### src/rtl/freq_meter.sv
// freq_meter: gated frequency meter for the clk_i domain.
// Synchronizes sig_i, counts its rising edges over GATE_CYCLES enabled
// cycles and publishes the count with a one-cycle valid_o strobe.
// Optional period counter built when FREQ_METER_PERIOD_EN is defined;
// otherwise period_o / period_valid_o are tied to 0.
module freq_meter #(
    parameter int GATE_CYCLES = 100000000,
    parameter int CNT_W       = 32,
    parameter int PER_W       = 32
) (
    input  logic             clk_i,
    input  logic             rst_ni,
    input  logic             en_i,
    input  logic             sig_i,
    output logic [CNT_W-1:0] freq_o,
    output logic             valid_o,
    output logic             ovf_o,
    output logic [PER_W-1:0] period_o,
    output logic             period_valid_o
);

    localparam int GC_W = (GATE_CYCLES > 1) ? $clog2(GATE_CYCLES) : 1;
    localparam logic [GC_W-1:0]  GC_LAST = GC_W'(GATE_CYCLES - 1);
    localparam logic [CNT_W-1:0] EC_MAX  = '1;

    logic             s1, s2, d;
    logic             sig_rise;
    logic [GC_W-1:0]  gc;
    logic [CNT_W-1:0] ec;
    logic             sat;
    logic             ec_at_max;
    logic             win_end;

    assign sig_rise  = s2 & ~d;
    assign ec_at_max = (ec == EC_MAX);
    assign win_end   = en_i && (gc == GC_LAST);

    // Two-flop synchronizer plus delay flop for rising-edge detection; free-running.
    always_ff @(posedge clk_i or negedge rst_ni) begin
        if (!rst_ni) begin
            s1 <= 1'b0;
            s2 <= 1'b0;
            d  <= 1'b0;
        end else begin
            s1 <= sig_i;
            s2 <= s1;
            d  <= s2;
        end
    end

    // Gate and edge counters; cleared while disabled and at each window end.
    always_ff @(posedge clk_i or negedge rst_ni) begin
        if (!rst_ni) begin
            gc  <= '0;
            ec  <= '0;
            sat <= 1'b0;
        end else if (!en_i || win_end) begin
            gc  <= '0;
            ec  <= '0;
            sat <= 1'b0;
        end else begin
            gc <= gc + GC_W'(1);
            if (sig_rise) begin
                if (ec_at_max) sat <= 1'b1;
                else           ec  <= ec + CNT_W'(1);
            end
        end
    end

    // Publish the window result; the edge seen on the last cycle still counts.
    always_ff @(posedge clk_i or negedge rst_ni) begin
        if (!rst_ni) begin
            freq_o  <= '0;
            ovf_o   <= 1'b0;
            valid_o <= 1'b0;
        end else begin
            valid_o <= win_end;
            if (win_end) begin
                freq_o <= (sig_rise && !ec_at_max) ? ec + CNT_W'(1) : ec;
                ovf_o  <= sat | (sig_rise & ec_at_max);
            end
        end
    end

`ifdef FREQ_METER_PERIOD_EN
    localparam logic [PER_W-1:0] PC_MAX = '1;

    logic [PER_W-1:0] pc;
    logic             armed;

    // Period counter: first edge after enable only arms; later edges report pc+1.
    always_ff @(posedge clk_i or negedge rst_ni) begin
        if (!rst_ni) begin
            pc             <= '0;
            armed          <= 1'b0;
            period_o       <= '0;
            period_valid_o <= 1'b0;
        end else if (!en_i) begin
            pc             <= '0;
            armed          <= 1'b0;
            period_valid_o <= 1'b0;
        end else begin
            period_valid_o <= 1'b0;
            if (sig_rise) begin
                pc    <= '0;
                armed <= 1'b1;
                if (armed) begin
                    period_o       <= (pc == PC_MAX) ? pc : pc + PER_W'(1);
                    period_valid_o <= 1'b1;
                end
            end else if (pc != PC_MAX) begin
                pc <= pc + PER_W'(1);
            end
        end
    end
`else
    assign period_o       = '0;
    assign period_valid_o = 1'b0;
`endif

endmodule

### config.mk
export PLATFORM = sky130hd
export DESIGN_NAME = freq_meter
export DESIGN_NICKNAME = d
export VERILOG_FILES = /design/src/rtl/freq_meter.sv
export SDC_FILE = /design/constraint.sdc
export NUM_CORES = 1
export LEC_CHECK = 0
export CAP_MARGIN = 15
export CORE_UTILIZATION = 45
export DETAILED_ROUTE_END_ITERATION = 16
export DONT_BUFFER_PORTS = 1
export PLACE_DENSITY = 0.59
export SETUP_SLACK_MARGIN = 0.5
export SYNTH_ARGS = -nofsm -noshare
export SYNTH_HDL_FRONTEND = slang
export SYNTH_SLANG_ARGS = --single-unit
### constraint.sdc
create_clock -name clk_i -period 2.3 [get_ports clk_i]
set_input_delay 0.69 -clock clk_i [delete_from_list [all_inputs] [get_ports clk_i]]
set_output_delay 0.69 -clock clk_i [all_outputs]
set_load 0.05 [all_outputs]
== After elaboration in Yosys (flattened, before gate mapping) ==
Index checks and enable logic that the tools add are counted.
Word-level totals
  output and inout bits: 67
  bits of input ports: 4
  flip-flop bits (word level): 97
  word-level logic and storage cells: 35
Cells by class
  equal/unequal tests: 3
  add/subtract/negate cells: 2
  bitwise logic cells: 4
  reductions and logical operators: 9
  mux-type cells: 8
Operators with widths (number)
  32-bit 2-to-1 mux: 4
  32-bit by 1-bit adder with 32-bit output, second input constant: 1
  32-bit == test, second input constant: 1
  27-bit by 1-bit adder with 27-bit output, second input constant: 1
  27-bit == test, second input constant: 1
  27-bit 2-to-1 mux: 1
  2-bit AND reduction: 2
  2-bit nonzero test: 2
  1-bit 2-to-1 mux: 3
  1-bit bitwise AND: 2
  1-bit logical AND: 2
  1-bit zero test: 2
  2-bit by 1-bit != test with 1-bit output, second input constant: 1
  1-bit logical OR: 1
  1-bit NOT: 1
  1-bit bitwise OR: 1

== Logic depth before layout (Yosys ltp) ==
  depth in word-level cells: 5
  mapped depth: 10
  mapped depth without buffers: 7

== Least setup slack after synthesis ==
No wires, ideal clock.
  kind: reg2reg
  start point: reg gc[0]
  end point: reg freq_o[13]
  data arrival time: 2.057 ns
  path slack: 0.174 ns
  setup time: 0.069 ns
  data required time: 2.231 ns
  cell stages (with the launch flop): 9
  clock period less this slack: 2.126 ns
  buffers on the path: 2
  cells stage by stage: dfrtp_1 ha_1 and3_1 nand4_1 or3_1 buf_2 buf_6 or4_1 nand3_1
Between the ends
  longest elaborated chain between the ends: 2
RTL lines
  start, declared: RTL line 28  | logic [GC_W-1:0] gc;
  start signal, assigned: RTL line 62  | gc <= gc + GC_W'(1);
  27-bit == test: RTL line 36  | assign win_end = en_i && (gc == GC_LAST);
  1-bit logical AND: RTL line 36
  end signal, assigned: RTL line 79  | freq_o <= (sig_rise && !ec_at_max) ? ec + CNT_W'(1) : ec;
  end, declared: RTL line 15  | output logic [CNT_W-1:0] freq_o,
No other way between the ends.
A chain may end at the register's enable or synchronous reset.

== Final worst setup path ==
  start point: reg ec[6]
  end point: reg freq_o[31]
Between the ends
  longest elaborated chain between the ends: 4
  elaborated cells between the ends (all ways): 5
  those cells by class: add/sub (1); eq/ne (1); mux (1); reduce/logical (2)
RTL lines
  start, declared: RTL line 29  | logic [CNT_W-1:0] ec;
  start signal, assigned: RTL line 65  | else ec <= ec + CNT_W'(1);
  parallel branches: the longest is 3 deep, another holds 32-bit by 1-bit adder with 32-bit output
  32-bit 2-to-1 mux *: RTL line 79
Every way passes the cells marked *.

==> summary.md <==
| Metric | Value |
|---|---|
| Slew HR | 64.5% |
| Die height | between 100 and 150 um |
| Root Buffer | clkbuf_8 |
| Sequential power share | between 50% and 60% |
| CP required | between 2 and 3 ns |
| Cell taking the most area after synthesis | dfrtp_1 |
| CTS tree | built |
| Combinational share of power | about 7% |
| Cells on worst reg2reg path | 9 |
| Number of global-route vias before repair | 4323 |
| EDFF count, synth | 0 |
| Crit. End Element | register |
| Fmax | 0.477 GHz |
| Antenna Violating Nets Remaining | 0 |
| R2R setup slack | approximately 0.20 ns |
| Post-Syn Instances | 540 |
| Worst Max-Slew Pin Slew | 0.533 ns |
| GPL Wtd Cong | 0.857 |
| Final setup fails | 0 |
| Critical path's most frequent cell | buf_12 |
| Reg2reg end | freq_o[31]$_DFFE_PN0P_ |
| Port bufs | 0 |
| Post-synthesis sequential area ratio | between 40% and 50% |
| PD cells | roughly 470 nW/um^2 |
| WL final | between 10 and 15 mm |
| Clk_lat worst skew | 0.38 ns |
| Vias per cell | roughly 5.8 |
| CP top delay family | simple AND/OR/NAND/NOR gates |
| First-pass GRT wire length | ~22 mm |
| Critical-path cell list | nand4_4, or4_4, nor3_4, buf_6, buf_12, buf_12, buf_16, or4_1, nand3_1 |
| Synth-to-Final Area Change | 38.9% |
| Sw Ratio | about 28% |
| Syn_area_per_cell | 9.36 um^2 |
| DRC violations left | 0 |
| Max stage delay on crit path | about 0.59 ns |
| H-Tree Depth | 3 |
| Endpoints failing hold | 3 |
| Crit path DAT | ~2.4 ns |
| Initial Util | 46.4% |
| Top FF cell, synth | dfrtp_1 |
| Min Hold Slack | -0.00617 ns |
| #FFs+latches synth | between 90 and 100 |
| Routed WL per cell | ~18 um |
| Number of detailed-route iterations in the first pass | 5 |
| CP max-delay cell | or4_4 |
| Psw | ~0.9 mW |
| Cts bufs inserted | 9 |
| HP Class | input port to async pin |
| Initial antenna violation count | 0 |
| Maxcap violations | 0 |
| Detailed router's first-iteration violation count | ~320 |
| DP HPWL | around 7.5 mm |
| Status | complete, but fails checks |
| Share of post-route cells with drive strength above 1 | 36.9% |
| Crit-path max FO | 6 |
| Setup ws final | 0.201 ns |
| TritonCTS Sinks | 97 |
| Yosys cell types | 48 |
| Nets | ~660 |
| Slew Viols, Final | 0 |
| GRT Total Usage | about a quarter |
| TNS Setup | 0 ns |
| Leakage Power | a little over 3 nW |
| Place WS | between 0.07 and 0.08 ns |
| Worst-case clock skew | between 0.009 and 0.01 ns |
| Syn. warnings | 0 |
| Worst setup SP type | register |
| Peak supply drop | 0.000319 V |
| Tcrit/Tclk final | about nine tenths |
| Core Area | about 11000 um^2 |
| Die Wd | 108 um |
| Buf/Inv on CP | 4 |
| Cell-internal power | approximately 2.4 mW |
| Violated checks | hold timing |
| Area contributors post-synth | dfrtp_1, buf_4, xor2_1 |
| Grt ovf | 0 |
| Largest net degree at the start of global routing | 98 |
| Crit Path Class | register to register |
| FF-to-FF Start | ec[6]$_DFFE_PN0P_ |
| Max Root-Sink Buffers | 2 |
| Die area | between 10000 and 15000 um^2 |
| FP Rows | 38 |
| Vias | 4567 |
| N_diodes | 0 |
| Asr flop ratio synth | 100% |
| Top cell type's share of synthesized area | just under 50% |
| I/O pins | between 70 and 80 |
| Post-Syn Area | 5050 um^2 |
| Clock slew at reported path FFs | ~0.090 ns |
| RSZ-0062 raised after global routing | true |
| Crit path time final | between 2 and 2.5 ns |
| Clock share of power | ~37% |
-- cells in the mapped netlist, drive strengths merged (3+ instances only) --
| master | n |
|---|---|
| and2 | 3 |
| nor2 | 53 |
| and3 | 11 |
| nor3 | 8 |
| or3 | 21 |
| nand4 | 27 |
| dfrtp | 97 |
| nor4 | 9 |
| xor2 | 26 |
| and4 | 3 |
| o211ai | 18 |
| xnor2 | 9 |
| nand2 | 50 |
| nand3 | 41 |
| inv | 9 |
| a21oi | 21 |
| o31ai | 3 |
| clkbuf | 16 |
| o21ai | 33 |
| a31oi | 3 |
| or4 | 17 |
| buf | 44 |
-- logic make-up after synthesis --
group | synth area share [%]
fa+ha+maj | 0.495
other cells | 0.0742
buf+inv | 8.34
compound gates | 10.3
mux | 0.198
flops | 48.0
xor+xnor | 6.07
simple gates | 26.5
-- repair_timing --
item / in CTS / in global routing
setup endpoints to repair: 65 / 72
pin swaps: 42 / 35
cloned: 8 / 4
setup buffers: 62 / 16
hold endpoints to repair: 97 / 97
gates resized for setup: 80 / 77
-- cells in the final DEF (no fill, tap or decap), types with 3 or more instances in the layout --
master     instances
xor2_2             6
nand2_2            7
nand4_1           25
nor2_1            51
buf_16             7
a21oi_1           13
nor4_4             4
buf_6             22
inv_1              8
nand3_1           34
o31ai_4            3
or3_4              9
and4_1             3
xor2_1            20
nand2_4            7
nand2_1           36
nor3_1             4
o211ai_1          17
o21ai_0            6
a21oi_2            8
and3_1             9
xnor2_1            9
nor4_2             5
nor3_4             3
conb_1            33
clkbuf_8           9
dfrtp_1           88
o21ai_1           15
or4_4              3
o21ai_2           11
or4_1             14
buf_4             86
or3_1             12
dfrtp_2            9
nand3_2            5
buf_12             6
a31oi_1            3
clkbuf_16          3
-- worst max path at each step --
stage | from | end | slack [ns] | cells after the start
finish | ec[6]$_DFFE_PN0P_ | freq_o[31]$_DFFE_PN0P_ | 0.20 | 9
global route | ec[8]$_DFFE_PN0P_ | freq_o[31]$_DFFE_PN0P_ | 0.14 | 9
CTS | ec[0]$_DFFE_PN0P_ | freq_o[19]$_DFFE_PN0P_ | 0.26 | 7
detailed placement | gc[1]$_DFF_PN0_ | freq_o[25]$_DFFE_PN0P_ | 0.08 | 7
global placement | gc[1]$_DFF_PN0_ | freq_o[13]$_DFFE_PN0P_ | 0.12 | 7
floorplan | gc[0]$_DFF_PN0_ | freq_o[18]$_DFFE_PN0P_ | 0.24 | 8
-- through the flow --
| step | instances | util (%) | hold slack (ns) | area (um^2) | total power, mW |
|---|---|---|---|---|---|
| floorplan | 572 | - | 0.331 | 5300 | 2.12 |
| global placement | 688 | 48.8 | 0.338 | 5320 | 2.11 |
| detailed placement | 688 | 48.8 | 0.341 | 5320 | 2.11 |
| CTS | 774 | 59.9 | -0.0225 | 6520 | 3.34 |
| global route | 794 | 64.5 | -0.0307 | 7020 | 3.45 |
| finish | 794 | 64.5 | -0.00617 | 7020 | 3.32 |
-- power by group through the flow --
stage,Clock (mW),Combinational (mW),Sequential (mW)
floorplan,0,0.220,1.90
global placement,0,0.195,1.91
detailed placement,0,0.198,1.91
CTS,1.25,0.218,1.88
global route,1.32,0.246,1.88
finish,1.22,0.229,1.88
-- sequential cells by signal, indices dropped and copies added, names as in the netlist --
register  flops
d             1
ec           32
freq_o       32
gc           27
ovf_o         1
s1            1
s2            1
sat           1
valid_o       1
-- cell type report --
class	instances	area, um^2
fillers	849	3870
multi-input cells	407	2860
flip-flops and latches	97	2440
repair buffers	125	1300
well taps	140	175
clock buffers	11	131
clock inverters	5	78.8
inverters	9	38.8
-- routing by layer --
layer	vias up	track usage [%]	share of wire (%)
li1	2084	-	-
met4	0	10.3	2.7
met1	2246	32.3	43
met3	42	5.67	6.2
met2	195	38.9	48
met5	-	0	0
Note: power is estimated with default switching activity, not from simulation.
